`src/rtl/trace_logger_ring.sv`:
```
// trace_logger_ring
//   Ring-buffer trace logger that sits between the Tracer and a single-port
//   trace RAM. It has a one-entry write buffer, an internal write/read port
//   arbiter, a three-state read FSM and trigger-delay control. In trace mode
//   the ring overwrites its oldest entries. In stream mode it acts as a
//   lossless FIFO.
//
//   Optional feature macro: TRACE_LOGGER_DROP_CNT_EN adds DROP_CNT_O, a
//   16-bit saturating count of dropped stores.
//
// Ports
//   CLK_I, RST_NI        clock, async active-low reset
//   CLEAR_I, MODE_I      sync clear (latches MODE_I: 0 trace, 1 stream)
//   TRG_DELAY_I          post-trigger fraction of DEPTH
//   TRG_EVENT_I          trigger event in
//   TRG_DELAYED_O        trigger seen and post-trigger writes done
//   EVENT_ADDR_O         write pointer captured at the first trigger
//   STORE_I, DATA_I      store strobe and trace word
//   STORE_PERM_O         store is accepted this cycle
//   LOAD_REQUEST_I       read request
//   LOAD_GRANT_O         one-cycle pulse while DATA_O is valid
//   DATA_O               read word
//   FILL_O               committed entries, 0..DEPTH
//   OVERFLOW_O           sticky flag: a store was dropped
//   MEM_*                RAM port, read data one cycle after the address
module trace_logger_ring #(
  parameter int WIDTH      = 32,
  parameter int DEPTH      = 64,
  parameter int DELAY_BITS = 3,
  localparam int AW        = $clog2(DEPTH)
) (
  input  logic                  CLK_I,
  input  logic                  RST_NI,
  input  logic                  CLEAR_I,
  input  logic                  MODE_I,
  input  logic [DELAY_BITS-1:0] TRG_DELAY_I,
  input  logic                  TRG_EVENT_I,
  output logic                  TRG_DELAYED_O,
  output logic [AW-1:0]         EVENT_ADDR_O,
  input  logic                  STORE_I,
  input  logic [WIDTH-1:0]      DATA_I,
  output logic                  STORE_PERM_O,
  input  logic                  LOAD_REQUEST_I,
  output logic                  LOAD_GRANT_O,
  output logic [WIDTH-1:0]      DATA_O,
  output logic [AW:0]           FILL_O,
  output logic                  OVERFLOW_O,
`ifdef TRACE_LOGGER_DROP_CNT_EN
  output logic [15:0]           DROP_CNT_O,
`endif
  output logic                  MEM_WE_O,
  output logic [AW-1:0]         MEM_ADDR_O,
  output logic [WIDTH-1:0]      MEM_WDATA_O,
  input  logic [WIDTH-1:0]      MEM_RDATA_I
);

  typedef enum logic [1:0] {R_IDLE, R_ISSUE, R_CAPT} rstate_e;

  localparam logic [AW:0] FULL = (AW+1)'(DEPTH);

  rstate_e          rstate_q, rstate_d;
  logic             mode_q, mode_d;
  logic [AW-1:0]    wr_ptr_q, wr_ptr_d, rd_ptr_q, rd_ptr_d;
  logic [AW:0]      fill_q, fill_d;
  logic             buf_vld_q, buf_vld_d;
  logic [WIDTH-1:0] buf_data_q, buf_data_d;
  logic             ovf_q, ovf_d;
  logic             prio_q, prio_d;       // 0: write wins next conflict
  logic [WIDTH-1:0] data_q, data_d;
  logic             trig_q, trig_d;
  logic [AW-1:0]    evt_q, evt_d;
  logic [AW-1:0]    post_q, post_d;
  logic             dly_q, dly_d;
`ifdef TRACE_LOGGER_DROP_CNT_EN
  logic [15:0]      drop_cnt_q, drop_cnt_d;
`endif

  logic          wr_pend, rd_pend, wr_gnt, rd_gnt, perm, strm_full;
  logic [AW+1:0] occ;
  logic [AW-1:0] post_new;

  // (TRG_DELAY_I * DEPTH) >> DELAY_BITS. DEPTH is a power of two, so this
  // is a plain bit placement of the delay fraction.
  if (AW > DELAY_BITS) begin : g_post_wide
    assign post_new = {TRG_DELAY_I, {(AW-DELAY_BITS){1'b0}}};
  end else begin : g_post_narrow
    assign post_new = TRG_DELAY_I[DELAY_BITS-1 -: AW];
  end

  // Clear overrides everything, so no RAM access is granted while it is high.
  assign wr_pend   = buf_vld_q;
  assign rd_pend   = (rstate_q == R_ISSUE);
  assign wr_gnt    = !CLEAR_I && wr_pend && (!rd_pend || !prio_q);
  assign rd_gnt    = !CLEAR_I && rd_pend && (!wr_pend || prio_q);

  // In stream mode the buffered word already reserves a ring slot.
  assign occ       = {1'b0, fill_q} + {{(AW+1){1'b0}}, buf_vld_q};
  assign strm_full = mode_q && (occ >= (AW+2)'(DEPTH));
  assign perm      = RST_NI && !CLEAR_I && !dly_q && (!buf_vld_q || wr_gnt) && !strm_full;

  always_comb begin
    rstate_d   = rstate_q;
    mode_d     = mode_q;
    wr_ptr_d   = wr_ptr_q;
    rd_ptr_d   = rd_ptr_q;
    fill_d     = fill_q;
    buf_vld_d  = buf_vld_q;
    buf_data_d = buf_data_q;
    ovf_d      = ovf_q;
    prio_d     = prio_q;
    data_d     = data_q;
    trig_d     = trig_q;
    evt_d      = evt_q;
    post_d     = post_q;
    dly_d      = dly_q;
`ifdef TRACE_LOGGER_DROP_CNT_EN
    drop_cnt_d = drop_cnt_q;
`endif

    if (wr_gnt) begin
      wr_ptr_d  = wr_ptr_q + AW'(1);
      buf_vld_d = 1'b0;
      if (fill_q < FULL) fill_d = fill_q + (AW+1)'(1);
      else if (!mode_q)  rd_ptr_d = rd_ptr_q + AW'(1);  // drop the oldest entry
      if (trig_q && (post_q != '0)) begin
        post_d = post_q - AW'(1);
        if ((post_q == AW'(1)) && !mode_q) dly_d = 1'b1;
      end
    end

    if (rd_gnt) begin
      rd_ptr_d = rd_ptr_q + AW'(1);
      fill_d   = fill_q - (AW+1)'(1);
    end

    if (wr_pend && rd_pend) prio_d = ~prio_q;

    case (rstate_q)
      R_IDLE:  if (LOAD_REQUEST_I && (fill_q != '0)) rstate_d = R_ISSUE;
      R_ISSUE: if (rd_gnt) rstate_d = R_CAPT;
      R_CAPT: begin
        data_d   = MEM_RDATA_I;
        rstate_d = R_IDLE;
      end
      default: rstate_d = R_IDLE;
    endcase

    if (STORE_I) begin
      if (perm) begin
        buf_vld_d  = 1'b1;
        buf_data_d = DATA_I;
      end else begin
        ovf_d = 1'b1;
`ifdef TRACE_LOGGER_DROP_CNT_EN
        if (drop_cnt_q != 16'hFFFF) drop_cnt_d = drop_cnt_q + 16'd1;
`endif
      end
    end

    if (TRG_EVENT_I && !trig_q) begin
      trig_d = 1'b1;
      evt_d  = wr_ptr_q;
      post_d = post_new;
      if ((post_new == '0) && !mode_q) dly_d = 1'b1;
    end

    if (CLEAR_I) begin
      rstate_d   = R_IDLE;
      mode_d     = MODE_I;
      wr_ptr_d   = '0;
      rd_ptr_d   = '0;
      fill_d     = '0;
      buf_vld_d  = 1'b0;
      buf_data_d = '0;
      ovf_d      = 1'b0;
      prio_d     = 1'b0;
      data_d     = '0;
      trig_d     = 1'b0;
      evt_d      = '0;
      post_d     = '0;
      dly_d      = 1'b0;
`ifdef TRACE_LOGGER_DROP_CNT_EN
      drop_cnt_d = '0;
`endif
    end
  end

  always_ff @(posedge CLK_I or negedge RST_NI) begin
    if (!RST_NI) begin
      rstate_q   <= R_IDLE;
      mode_q     <= 1'b0;
      wr_ptr_q   <= '0;
      rd_ptr_q   <= '0;
      fill_q     <= '0;
      buf_vld_q  <= 1'b0;
      buf_data_q <= '0;
      ovf_q      <= 1'b0;
      prio_q     <= 1'b0;
      data_q     <= '0;
      trig_q     <= 1'b0;
      evt_q      <= '0;
      post_q     <= '0;
      dly_q      <= 1'b0;
`ifdef TRACE_LOGGER_DROP_CNT_EN
      drop_cnt_q <= '0;
`endif
    end else begin
      rstate_q   <= rstate_d;
      mode_q     <= mode_d;
      wr_ptr_q   <= wr_ptr_d;
      rd_ptr_q   <= rd_ptr_d;
      fill_q     <= fill_d;
      buf_vld_q  <= buf_vld_d;
      buf_data_q <= buf_data_d;
      ovf_q      <= ovf_d;
      prio_q     <= prio_d;
      data_q     <= data_d;
      trig_q     <= trig_d;
      evt_q      <= evt_d;
      post_q     <= post_d;
      dly_q      <= dly_d;
`ifdef TRACE_LOGGER_DROP_CNT_EN
      drop_cnt_q <= drop_cnt_d;
`endif
    end
  end

  // RAM data is passed straight through in R_CAPT so that the grant pulse
  // and a valid word appear together. data_q holds the word afterwards.
  assign DATA_O        = (rstate_q == R_CAPT) ? MEM_RDATA_I : data_q;
  assign LOAD_GRANT_O  = (rstate_q == R_CAPT) && !CLEAR_I;
  assign STORE_PERM_O  = perm;
  assign TRG_DELAYED_O = dly_q;
  assign EVENT_ADDR_O  = evt_q;
  assign FILL_O        = fill_q;
  assign OVERFLOW_O    = ovf_q;
  assign MEM_WE_O      = wr_gnt;
  assign MEM_ADDR_O    = wr_gnt ? wr_ptr_q : rd_ptr_q;
  assign MEM_WDATA_O   = buf_data_q;
`ifdef TRACE_LOGGER_DROP_CNT_EN
  assign DROP_CNT_O    = drop_cnt_q;
`endif

endmodule
```
`config.mk`:
```
export PLATFORM = sky130hd
export DESIGN_NAME = trace_logger_ring
export DESIGN_NICKNAME = d
export VERILOG_FILES = /design/src/rtl/trace_logger_ring.sv
export SDC_FILE = /design/constraint.sdc
export NUM_CORES = 1
export LEC_CHECK = 0
export CORE_MARGIN = 2
export CORE_UTILIZATION = 50
export DETAILED_ROUTE_END_ITERATION = 10
export PLACE_DENSITY = 0.85
export SLEW_MARGIN = 20
export SYNTH_ARGS = -nofsm -noshare
export SYNTH_HDL_FRONTEND = slang
export SYNTH_SLANG_ARGS = --single-unit
export TNS_END_PERCENT = 10
```
`constraint.sdc`:
```
create_clock -name CLK_I -period 6.1 [get_ports CLK_I]
set_clock_uncertainty 0.15 [all_clocks]
set_input_delay 0.915 -clock CLK_I [delete_from_list [all_inputs] [get_ports CLK_I]]
set_output_delay 0.915 -clock CLK_I [all_outputs]
set_load 0.01 [all_outputs]
```
==> impl_summary.log <==
[metrics] number of global-route vias before repair: 4115
[metrics] Detailed Route WL: between 10000 and 15000 um
[metrics] source of the worst register-to-register timing path: rstate_q[0]$_DFFE_PN0P_
[metrics] Routed wire per std cell: 15.59 um
[metrics] total clock sinks: 103
[metrics] worst flop-to-flop path endpoint: FILL_O[5]$_DFFE_PN0P_
[metrics] Relative slew margins: 45.36%
[metrics] sequential standard cell area: 2577 um^2
[metrics] Via density: 5.131
[metrics] distinct cell type count of the synthesized netlist: around 50
[metrics] pin count of the biggest net entering global routing: 66
[metrics] Min-Delay Path Depth: 2
[metrics] effective utilization at floorplan: approximately half
[metrics] Largest delay share family, worst path: buffers and inverters
[metrics] area enclosed by the die boundary: 10880 um^2
[metrics] leftover overflow at the end of global routing: 0
[metrics] TritonCTS clock tree: built
[metrics] count of boundary I/O pins: 162
[metrics] Cell Area, Placed: 6690 um^2
[metrics] most instantiated flip-flop cell in the synthesis netlist: sky130_fd_sc_hd__dfrtp_1
[metrics] number of antenna diodes: 0
[metrics] peak fanout along the critical path: 45
[metrics] slowest stage delay, CP: 0.61 ns
[metrics] critical-path cell list: buf_2 > nand2b_4 > nand2b_1 > inv_2 > nand2_1 > nand2_1 > clkdlybuf4s50_1
[metrics] clock latency of the later-clocked register in the worst-skew pair: 0.36 ns
[metrics] most area-consuming cells after synthesis: sky130_fd_sc_hd__dfrtp_1 51%, sky130_fd_sc_hd__mux2_2 7.6%, sky130_fd_sc_hd__nand2_1 5.9%
[metrics] mean post-synth cell area: about 10 um^2
[metrics] met1 wire length: between 5000 and 6000 um
[metrics] number of enable-type register cells in the synthesized netlist: 0
[metrics] post-layout min period: 3.962 ns
[metrics] Cell Rows: 36
[metrics] flop and latch count out of synthesis: between 100 and 150
[metrics] final hold violation count: 0
[metrics] count of max-cap constraint violations: 0
[metrics] capture endpoint of the worst hold path: EVENT_ADDR_O[5]$_DFFE_PN0P_
[metrics] number of cells on the worst reg-to-reg path: 9
[metrics] number of instances resized during post-cts repair: 0
[metrics] pre-CTS worst setup slack: 2.122 ns
[metrics] core region area: 9774 um^2
[metrics] met2 wire len: 5850 um
[metrics] Setup crit start kind: input pin
[metrics] area of the mapped netlist: 5029 um^2
[metrics] number of cells on the critical path: 7
[metrics] first-pass GRT wire length: 20240 um
[metrics] number of buffers on the longest clock path: 2
[metrics] result of the run: completed
[metrics] number of setup buffers added after CTS: 0
[metrics] worst path bufs/invs: 3
[metrics] post-route antenna net violation count: 0
[metrics] leading area contributor after synthesis: sky130_fd_sc_hd__dfrtp_1
[metrics] max-slew violations: 0
[metrics] startpoint of the most critical hold path: EVENT_ADDR_O[5]$_DFFE_PN0P_
[metrics] DRC viols: 0
[metrics] total of hold buffers inserted after clock tree synthesis: 0
[metrics] total of warnings raised by yosys: 0
[metrics] dominant cell type by count on the critical path: sky130_fd_sc_hd__nand2_1
[metrics] CTS buffer count: 9
[metrics] net count of the mapped netlist: 578
[metrics] number of antenna violations at the first check in global routing: 0
[metrics] share of synthesized flip-flops with an asynchronous set or reset: 100.0%
[metrics] number of instances in the synthesized netlist: 491
[metrics] cell with the largest stage delay on the worst path: sky130_fd_sc_hd__buf_2
[metrics] Global Route Usage Sum: 22.85%
[metrics] leakage power: roughly 3.0 nW
[metrics] DPL Wire Length: approximately 8600 um
[metrics] area share of the largest cell type after synthesis: 51.26%
[metrics] Layout Cell Area excl Fill: 6907 um^2
[metrics] sum of negative setup slack: 0 ns
[metrics] overall via count from detail_route: 3987
[metrics] width of the chip: 104.3 um
[metrics] initial detailed-routing violation count: a little over 200
[metrics] f_max: roughly 250 MHz
[metrics] layout-stage area growth over the synthesis result: 37.35%
[metrics] classification of the worst setup path: input pin to output pin
[metrics] sequential area share after synthesis: 51.26%
[metrics] port bufs: 161
[metrics] portion of the clock cycle consumed by the worst path in the final layout: 64.95%
[metrics] unrepaired setup endpoints after global routing: false
[metrics] share of cells above drive strength 1: 10.09%
[metrics] Final Setup Violations: 0
[metrics] wire length on met3: about 780 um
[metrics] worst voltage drop across the vdd grid: between 0.0001 and 0.00015 V
[metrics] global placer's final weighted congestion: about 0.8
[metrics] number of nets in the finished design: between 700 and 800
[metrics] Critical Path RT: 5.03 ns
[metrics] type of element capturing the critical path: output pin
[metrics] first-pass iteration count of the detailed router: 7
[metrics] slew at the pin with the worst max-slew slack: 0.8196 ns
[metrics] die boundary height: 104.3 um
[metrics] worst hold path type: flip-flop to flip-flop
[metrics] number of levels in the clock H-tree: 3
[metrics] arrival time at the worst endpoint: 2.90 ns
[metrics] Top Layer Used: met4
[metrics] register-to-register path setup slack: just under 3 ns
[metrics] combined area of the multi-input logic cells: 2280 um^2
[metrics] total power per unit cell area: 255.2 nW/um^2
[metrics] Clock Root Buffer: sky130_fd_sc_hd__clkbuf_8
[metrics] number of inserted filler cells in the final layout: 720
[metrics] final worst slack: 2.138 ns
[metrics] Clock transition at path regs: roughly 0.090 ns
-- registers in the layout, indices dropped and copies added (netlist names) --
signal	count
prio_q	1
buf_vld_q	1
post_q	6
EVENT_ADDR_O	6
rstate_q	2
TRG_DELAYED_O	1
rd_ptr_q	6
FILL_O	7
OVERFLOW_O	1
trig_q	1
data_q	32
wr_ptr_q	6
MEM_WDATA_O	32
mode_q	1
-- layout by cell type (no fill, tap or decap), types with 4 or more instances in the layout --
master                            count
sky130_fd_sc_hd__mux2_2              34
sky130_fd_sc_hd__inv_1                9
sky130_fd_sc_hd__nor2b_1             39
sky130_fd_sc_hd__nand2b_1            36
sky130_fd_sc_hd__dfrtp_1            103
sky130_fd_sc_hd__xnor2_1              7
sky130_fd_sc_hd__nand2_1             79
sky130_fd_sc_hd__a21oi_1             11
sky130_fd_sc_hd__nand3_1              4
sky130_fd_sc_hd__buf_4                5
sky130_fd_sc_hd__nor3_1               9
sky130_fd_sc_hd__clkbuf_8             9
sky130_fd_sc_hd__ha_1                12
sky130_fd_sc_hd__xor2_1              11
sky130_fd_sc_hd__o31ai_1              4
sky130_fd_sc_hd__clkdlybuf4s50_1    159
sky130_fd_sc_hd__o21ai_0             33
sky130_fd_sc_hd__nor2_1              26
sky130_fd_sc_hd__o21ai_1              5
-- worst min-delay path, stage by stage (launching register included) --
cell and delay (ns):
sky130_fd_sc_hd__dfrtp_1 0.39, sky130_fd_sc_hd__nand2_1 0.06, sky130_fd_sc_hd__a21oi_1 0.06
-- where the power goes --
part	switching, W	internal [W]	leakage (nW)
logic	0.000222	0.000279	1.48
clock network	0.000228	0.000230	0.0986
registers	0.0000626	0.000741	1.41
-- per-layer routing --
metal,GRT usage (%),vias to the layer above
met5,0,-
met4,8.591,0
met3,5.827,22
met2,37.44,134
met1,29.21,1917
li1,-,1914
-- layout make-up --
type                    count  area share, %
flip-flops and latches    103          37.32
multi-input cells         351          33.01
repair buffers            165          23.66
well taps                 133          2.409
clock buffers              10          1.848
clock inverters             5          1.214
inverters                  10         0.5435
-- synthesized netlist by cell type, types with 7 or more instances --
library cell and count:
sky130_fd_sc_hd__nand2_1 79, sky130_fd_sc_hd__nand2b_1 36, sky130_fd_sc_hd__mux2_2 34, sky130_fd_sc_hd__nor3_1 10, sky130_fd_sc_hd__xnor2_1 7, sky130_fd_sc_hd__a21oi_1 11, sky130_fd_sc_hd__xor2_1 11, sky130_fd_sc_hd__nor2b_1 40
sky130_fd_sc_hd__nor2_1 26, sky130_fd_sc_hd__clkbuf_1 15, sky130_fd_sc_hd__dfrtp_1 103, sky130_fd_sc_hd__ha_1 12, sky130_fd_sc_hd__inv_1 9, sky130_fd_sc_hd__o21ai_0 33
-- per-stage QoR --
| step | power (W) | std cells | util (%) | hold WS, ns |
|---|---|---|---|---|
| after floorplan | 0.001065 | 491 | - | 0.2961 |
| final | 0.001763 | 777 | 70.66 | 0.3807 |
| after global routing | 0.001855 | 777 | 70.66 | 0.3961 |
| after global placement | 0.001301 | 762 | 68.45 | 0.3191 |
| after CTS | 0.001776 | 777 | 70.61 | 0.3691 |
| after detailed placement | 0.001317 | 762 | 68.45 | 0.3507 |
-- logic make-up after synthesis --
| kind of cell | Yosys count | synth area share (%) |
|---|---|---|
| multiplexers | 36 | 8.012 |
| XOR/XNOR | 18 | 3.135 |
| flip-flops | 103 | 51.26 |
| buffers and inverters | 37 | 3.782 |
| adder cells (fa/ha/maj) | 13 | 3.384 |
| AO/OA/AOI/OAI | 71 | 9.082 |
| AND/OR/NAND/NOR | 213 | 21.35 |
-- how the worst max path moves through the flow --
stage                       start                    end  slack (ns)
after floorplan           CLEAR_I  FILL_O[6]$_DFFE_PN0P_        2.82
after global placement    CLEAR_I          MEM_ADDR_O[2]        2.21
after detailed placement  CLEAR_I          MEM_ADDR_O[2]        2.12
after CTS                 CLEAR_I          MEM_ADDR_O[2]        2.12
after global routing      CLEAR_I          MEM_ADDR_O[2]        1.97
final                     CLEAR_I          MEM_ADDR_O[2]        2.14
Power figures use the tool's default switching activity.
